File: src/rtl/datapath_unit_pkg.sv
// Shared widths and ALU opcode encodings for the datapath unit and its ALU.
package datapath_unit_pkg;

    localparam int DATA_W   = 16;
    localparam int NUM_REGS = 16;
    localparam int ADDR_W   = $clog2(NUM_REGS);

    typedef logic [DATA_W-1:0] word_t;
    typedef logic [ADDR_W-1:0] addr_t;

    typedef enum logic [3:0] {
        OP_PASS_A = 4'b0000,
        OP_ADD    = 4'b0001,
        OP_ADD_NB = 4'b0010,
        OP_AND    = 4'b0011,
        OP_SUB    = 4'b0100,
        OP_OR     = 4'b0101,
        OP_XOR    = 4'b0110,
        OP_INC_A  = 4'b0111,
        OP_NOT_A  = 4'b1000,
        OP_SHL_A  = 4'b1001,
        OP_MUL    = 4'b1010,
        OP_SHR_A  = 4'b1011
    } alu_op_e;

    // Carry-in as a full-width addend so every sum stays in DATA_W bits.
    function automatic word_t cin_word(input logic cin);
        return {{(DATA_W-1){1'b0}}, cin};
    endfunction

endpackage

File: src/rtl/datapath_unit_alu.sv
// 16-bit ALU: arithmetic, logic, shift and low-half multiply.
// Latency: purely combinational.
// Backpressure: none; output follows inputs continuously.
module dp_alu
    import datapath_unit_pkg::*;
(
    input  logic [DATA_W-1:0] a,
    input  logic [DATA_W-1:0] b,
    input  logic              cin,
    input  logic [3:0]        op,
    output logic [DATA_W-1:0] y
);

    word_t cin_w;
    assign cin_w = cin_word(cin);

    // All results truncate to DATA_W; carries and upper product bits are dropped.
    always_comb begin
        y = '0;
        case (op)
            OP_PASS_A: y = a;
            OP_ADD:    y = a + b + cin_w;
            OP_ADD_NB: y = a + ~b + cin_w;
            OP_AND:    y = a & b;
            OP_SUB:    y = a - b - cin_w;
            OP_OR:     y = a | b;
            OP_XOR:    y = a ^ b;
            OP_INC_A:  y = a + word_t'(1);
            OP_NOT_A:  y = ~a;
            OP_SHL_A:  y = {a[DATA_W-2:0], 1'b0};
            OP_MUL:    y = a * b;
            OP_SHR_A:  y = {1'b0, a[DATA_W-1:1]};
            default:   y = '0;
        endcase
    end

endmodule

File: src/rtl/datapath_unit.sv
// Register file + ALU + output register datapath driven by an external controller.
// Latency: reads/Datapath combinational; register writes and Data_out one CLK.
// Backpressure: none; every cycle's controls are acted on unconditionally.
module datapath_unit
    import datapath_unit_pkg::*;
(
    input  logic              CLK,
    input  logic              RST,
    input  logic [DATA_W-1:0] Data_in,
    input  logic              IE,
    input  logic              WE,
    input  logic [ADDR_W-1:0] WA,
    input  logic              REA,
    input  logic [ADDR_W-1:0] RAA,
    input  logic              REB,
    input  logic [ADDR_W-1:0] RAB,
    input  logic [3:0]        S_ALU,
    input  logic              Cin,
    input  logic              OE,
    output logic [DATA_W-1:0] Data_out,
    output logic [DATA_W-1:0] Datapath
);

    word_t regs [NUM_REGS];
    word_t bus_a;
    word_t bus_b;
    word_t alu_y;

    // R0 is hardwired to zero on read, so its storage is never consulted.
    assign bus_a = (REA && (RAA != '0)) ? regs[RAA] : '0;
    assign bus_b = (REB && (RAB != '0)) ? regs[RAB] : '0;

    dp_alu u_alu (
        .a   (bus_a),
        .b   (bus_b),
        .cin (Cin),
        .op  (S_ALU),
        .y   (alu_y)
    );

    assign Datapath = IE ? Data_in : alu_y;

    always_ff @(posedge CLK or posedge RST) begin
        if (RST) begin
            for (int i = 0; i < NUM_REGS; i++) regs[i] <= '0;
        end else if (WE && (WA != '0)) begin
            regs[WA] <= Datapath;
        end
    end

    // Output register takes the ALU result, never the external operand.
    always_ff @(posedge CLK or posedge RST) begin
        if (RST)     Data_out <= '0;
        else if (OE) Data_out <= alu_y;
    end

endmodule

File: config.mk
export PLATFORM = sky130hd
export DESIGN_NAME = datapath_unit
export DESIGN_NICKNAME = d
export VERILOG_FILES = /design/src/rtl/datapath_unit_pkg.sv /design/src/rtl/datapath_unit_alu.sv /design/src/rtl/datapath_unit.sv
export SDC_FILE = /design/constraint.sdc
export NUM_CORES = 1
export LEC_CHECK = 0
export CORE_MARGIN = 2
export CORE_UTILIZATION = 40
export CTS_BUF_LIST = sky130_fd_sc_hd__clkbuf_4 sky130_fd_sc_hd__clkbuf_8
export CTS_CLUSTER_DIAMETER = 80
export DETAILED_ROUTE_END_ITERATION = 6
export PLACE_DENSITY_LB_ADDON = 0.1
export SKIP_LAST_GASP = 1
export SLEW_MARGIN = 10
export SYNTH_ARGS = -nofsm -noshare
export SYNTH_HDL_FRONTEND = slang
export SYNTH_HIERARCHICAL = 1
export SYNTH_SLANG_ARGS = --single-unit
File: constraint.sdc
create_clock -name CLK -period 24.1 [get_ports CLK]
set_input_delay 2.41 -clock CLK [delete_from_list [all_inputs] [get_ports CLK]]
set_output_delay 2.41 -clock CLK [all_outputs]
set_load 0.02 [all_outputs]
==> Word-level counts from Yosys, hierarchy flattened <==
Index checks and enable logic that the tools add are counted.
Widths: inputs -> output; s select.
{ "totals": {"ff_bits": 272, "inputBits": 40} }
{ "op_classes": {"n_addsub": 7, "mul": 1, "n_lt_le_gt_ge": 4, "eq_ne": 11, "muxes": 13, "n_bitwise": 8, "reduce_logical": 8} }
{ "op_table": {"columns": ["op", "n"], "rows": [
  ["$bwmux 256", 1],
  ["$pmux 16 s12", 1],
  ["$bmux 16 s4", 2],
  ["$mux 16", 8],
  ["$demux 16 s4", 1],
  ["$add 16x1->16", 2],
  ["$add 16x16->16", 2],
  ["$not 16->16", 2],
  ["$add 16x1->16 const B", 1],
  ["$and 16x16->16", 1],
  ["$eq 4x3->1 const B", 4],
  ["$eq 4x4->1 const B", 4],
  ["$mul 16x16->16", 1],
  ["$or 16x16->16", 1],
  ["$sub 16x1->16", 1],
  ["$sub 16x16->16", 1],
  ["$xor 16x16->16", 1],
  ["$ge 5x5->1 const B", 3],
  ["$not 4->5", 3],
  ["$reduce_bool 4->1", 3],
  ["$eq 4x2->1 const B", 2],
  ["$lt 5x1->1 const B", 1],
  ["$eq 4x1->1 const B", 1],
  ["$logic_and 1x1->1", 4],
  ["$logic_not 4->1", 1]
]} }

==> Logic depth before layout (Yosys ltp) <==
{ "logic_depth": {"ltp_word": 11, "mapped_depth": 31, "ltp_nobuf": 27} }

==> Cells and area by module <==
Netlist, hierarchy kept.
{ "modules_own_cells": {"columns": ["module", "instances", "cells_per_inst", "area_per_inst_um2"], "rows": [
  ["datapath_unit", 1, 904, 14144.8],
  ["dp_alu", 1, 1045, 7684.9]
]} }

==> Least setup slack after synthesis <==
No wires, ideal clock.
{ "synth_path": {"kind": "input -> output", "startpoint": "in RAA[0]", "endpoint": "out Datapath[14]", "arrival_ps": 9335, "required_ps": 21690, "path_slack_ps": 12355, "path_stages": 27, "cell_sequence": "buf_2 buf_2 mux4_2 a22oi_1 o21ai_0 clkbuf_1 inv_1 clkbuf_1 nor2_1 fa_1 ha_1 inv_1 fa_1 fa_1 inv_1 fa_1 inv_1 fa_1 inv_1 ha_1 and3_1 a2111o_1 a21oi_1 xor2_1 o211ai_1 mux2_2 clkbuf_1"} }
{ "synth_between": {"elab_chain_len": 9, "word_cells_on_any_way": 21, "cone_classes": "add/sub (7); mul (1); mux (6); bitwise (5); reduce/logical (2)"} }
{ "synth_lines": {"columns": ["element", "line_no", "text"], "rows": [
  ["start: declaration", "datapath_unit.sv:14", "input logic [ADDR_W-1:0] RAA,"],
  ["$not 4->5 (not written as such)", "datapath_unit.sv:30", "assign bus_a = (REA && (RAA != '0)) ? regs[RAA] : '0;"],
  ["$bmux 16 s4", "datapath_unit.sv:30", null],
  ["$mux 16 (not written as such) (2 in series)", "datapath_unit.sv:30", null],
  ["$mux 16 (*)", "datapath_unit.sv:30", null],
  ["named net bus_a[1]", "datapath_unit.sv:25", "word_t bus_a;"],
  ["branches (longest 2 deep; another with $mul 16x16->16)", null, null],
  ["$pmux 16 s12 (*)", "datapath_unit_alu.sv:20", "case (op)"],
  ["named net alu_y[14]", "datapath_unit.sv:27", "word_t alu_y;"],
  ["$mux 16 (*)", "datapath_unit.sv:41", "assign Datapath = IE ? Data_in : alu_y;"],
  ["end: declaration", "datapath_unit.sv:21", "output logic [DATA_W-1:0] Datapath"]
]} }
Mark *: on every way through the listed nets, which the timed path passes. The select of a mux whose other input is x is not followed.

==> Worst setup path after layout <==
{ "layout_path": {"startpoint": "in RAB[0]", "endpoint": "out Datapath[14]"} }
{ "layout_between": {"elab_chain_len": 10, "word_cells_on_any_way": 20, "cone_classes": "add/sub (6); mul (1); mux (6); bitwise (5); reduce/logical (2)"} }
{ "layout_lines": {"columns": ["element", "line_no", "text"], "rows": [
  ["start: declaration", "datapath_unit.sv:16", "input logic [ADDR_W-1:0] RAB,"],
  ["$not 4->5 (not written as such)", "datapath_unit.sv:31", "assign bus_b = (REB && (RAB != '0)) ? regs[RAB] : '0;"],
  ["$bmux 16 s4", "datapath_unit.sv:31", null],
  ["$mux 16 (not written as such) (2 in series)", "datapath_unit.sv:31", null],
  ["$mux 16 (*)", "datapath_unit.sv:31", null],
  ["named net bus_b[5]", "datapath_unit.sv:26", "word_t bus_b;"],
  ["branches (longest 3 deep; another with $mul 16x16->16)", null, null],
  ["$pmux 16 s12 (*)", "datapath_unit_alu.sv:20", null],
  ["named net alu_y[14]", "datapath_unit.sv:27", null],
  ["$mux 16 (*)", "datapath_unit.sv:41", null]
]} }
Marks and branches as above.

==> results.md <==
- Status: finished, final reports clean
- Final Power: approximately 0.0023 W
- Flops & latches, synth: 271
- DP HPWL: between 50000 and 60000 um
- Ranking of synthesized cells by area: dfrtp_1 (31%), mux2_2 (14%), mux4_2 (13%)
- CTS Hold Buffers Added: 0
- Final ANT Viol Nets: 0
- All-layer global routing usage: around 25%
- VDD IR max: between 0.00004 and 0.00005 V
- Main synth FF type: dfrtp_1
- Clock slew at the register clock pins of the worst setup and hold paths: 0.06 ns
- Max Cap Viol: 0
- Synth cell types: 76
- Syn Nets: 2199
- Critical R2R Capture: regs[158]
- IO Pins: 72
- DRC Markers: 0
- P_leak: around 10 nW
- Max clock buf depth: 3
- CP endpoint kind: primary output
- Initial Utilization: about two fifths
- Vias/cell: between 5 and 6
- Design Area, Final: between 20000 and 25000 um2
- WL final: roughly 70000 um
- Core Rows: 85
- RD Place Congestion: roughly 0.96
- Crit path capture: Datapath[14]
- Largest net degree at the start of global routing: between 100 and 150
- Root Driver: clkbuf_8
- Port buffer count: 71
- Worst path buffer plus inverter count: 8
- Mapped Avg Cell Area: ~11 um2
- Global Route met3 Usage: under 10%
- Setup crit start: RAB[0]
- Die height: 238 um
- Fin crit period: between 10 and 15 ns
- Cell Area, Synth: 21800 um2
- Final hold slack: approximately 0.39 ns
- Final hold vios: 0
- Clk sinks: between 200 and 300
- Slowest cell delay on critical path: between 0.6 and 0.7 ns
- Critical path launch point type: input port
- Number of synthesized flops with an enable pin: 0
- Total CTS buffers: between 50 and 60
- Post-CTS Setup Inserts: 0
- RSZ-0062 raised after global routing: false
- Clock latency on the worst-skew pair: about 0.66 ns
- Via count: ~16000
- Share of cells above drive strength 1: slightly below 30%
- Most frequent cell after synthesis: mux2_2
- Max Clock Skew: 0.0597 ns
- CTS tree: done
- Max FO, Critical Path: 30
- Core area: about 54000 um2
- RR Startpoint: regs[4]
- Cell taking the most area after synthesis: dfrtp_1
- Slew HR: roughly 21%
- Vias in the first global route: roughly 17000
- CP delay by family, top: adder cells
- Grt total ovfl: 0
- Worst-Margin Slew: 1.18 ns
- Crit-path slowest cell: o21ai_0
- Pre-antenna DRT Iters: 5
- Yosys warnings: 6
- Die W: 238 um
- Initial antenna violation count: 2
- Setup violations, final: 0
- Worst Path Required: between 20 and 25 ns
- FF-to-FF path depth: 23
- Area delta synth->final: 11.3%
- CTS H-tree depth: 2
- Class of the worst hold path: register to register
- CP Depth: 25
- 1st-iter DRT viols: ~1100
- Asr flop ratio synth: 100%
- Arr. time, crit path: 11.09 ns
- GR Layer Usage met1: between 30% and 40%
- Area of the die: ~56000 um2
- Global routing usage on met2: 41.5%
- Gr busiest metal: met2
- Cell count after synthesis: 1949
- Area after DPL: approximately 23000 um2
- Post-route setup TNS: 0 ns
- Sequential share of the synthesized area: a little under a third
- Flop2flop setup slack: around 16 ns
- Synth top area share: a little under a third
- Critical path type: input port to primary output
- PostCTS Resize Cnt: 0
- Top post-synthesis cells by count: mux2_2 (274), dfrtp_1 (271), inv_1 (169)
- CP most frequent cell: fa_1
- Period utilization: between 50% and 60%
- Power Density: about 93 nW/um2
- Maximum clock rate: around 74 MHz
- DR WL/cell: 25.6 um
- Nets: around 2200
- First-pass GRT wire length: about 110000 um
- Max-slew violations: 0
per-layer routing:
layer  wire, um  up-vias
li1           -     7109
met1      30000     8357
met2      33600      508
met3       3900      148
met4       2330        2
met5         13        -
state kept, by name, indices dropped and copies added, names as in the netlist:
signal    count
regs        255
Data_out     16
where the power goes:
| group | switching, W | total, W | internal (W) |
|---|---|---|---|
| clock network | 0.000205 | 0.000472 | 0.000267 |
| logic | 0.000567 | 0.00106 | 0.000496 |
| registers | 0.000111 | 0.000729 | 0.000618 |
cell type report:
| class | instances | area [um2] |
|---|---|---|
| Multi-Input combinational cell | 1357 | 13700 |
| Clock inverter | 5 | 60.1 |
| Antenna cell | 1 | 2.50 |
| Clock buffer | 82 | 985 |
| Tap cell | 696 | 871 |
| Sequential cell | 271 | 6780 |
| Timing Repair Buffer | 134 | 1160 |
| Inverter | 184 | 698 |
| Fill cell | 5022 | 29600 |
per-stage QoR:
stage | worst slack, ns | std cells | util (%)
finish | 10.60 | 2730 | 45.1
global route | 10.14 | 2729 | 45.1
CTS | 10.58 | 2729 | 45.1
detailed placement | 10.58 | 2642 | 43.1
global placement | 10.72 | 2642 | 43.1
floorplan | 12.36 | 1949 | -
kinds of logic after synthesis:
logic type,count (synthesis),synth area share [%]
buffers and inverters,321,6.12
muxes,431,28.6
AOI/OAI and AO/OA,296,9.34
xor gates and xnor gates,61,2.45
and+or+nand+nor,359,7.45
adders and majority gates,210,15.0
DFF,271,31.1
worst min path at each step:
| stage | start | end | depth (start not counted) |
|---|---|---|---|
| floorplan | regs[240] | regs[240] | 1 |
| global placement | regs[245] | regs[245] | 0 |
| detailed placement | regs[243] | regs[243] | 0 |
| CTS | regs[255] | regs[255] | 0 |
| global route | regs[246] | regs[246] | 0 |
| finish | regs[251] | regs[251] | 0 |
cells in the final DEF (no fill, tap or decap), types with 23 or more instances in the layout:
cell and instances:
mux4_2 126, nor2_1 134, nand3_1 24, dfrtp_1 271
a22oi_1 36, inv_1 168, fa_1 86, clkbuf_4 23
ha_1 124, mux2_2 274, a21oi_1 53, xnor2_1 45
o21ai_1 28, a221oi_1 27, clkbuf_8 59, o21ai_0 40
mux2i_1 30, clkdlybuf4s50_1 65, nand2_1 107, buf_4 65
(Power assumes the default switching activity.)
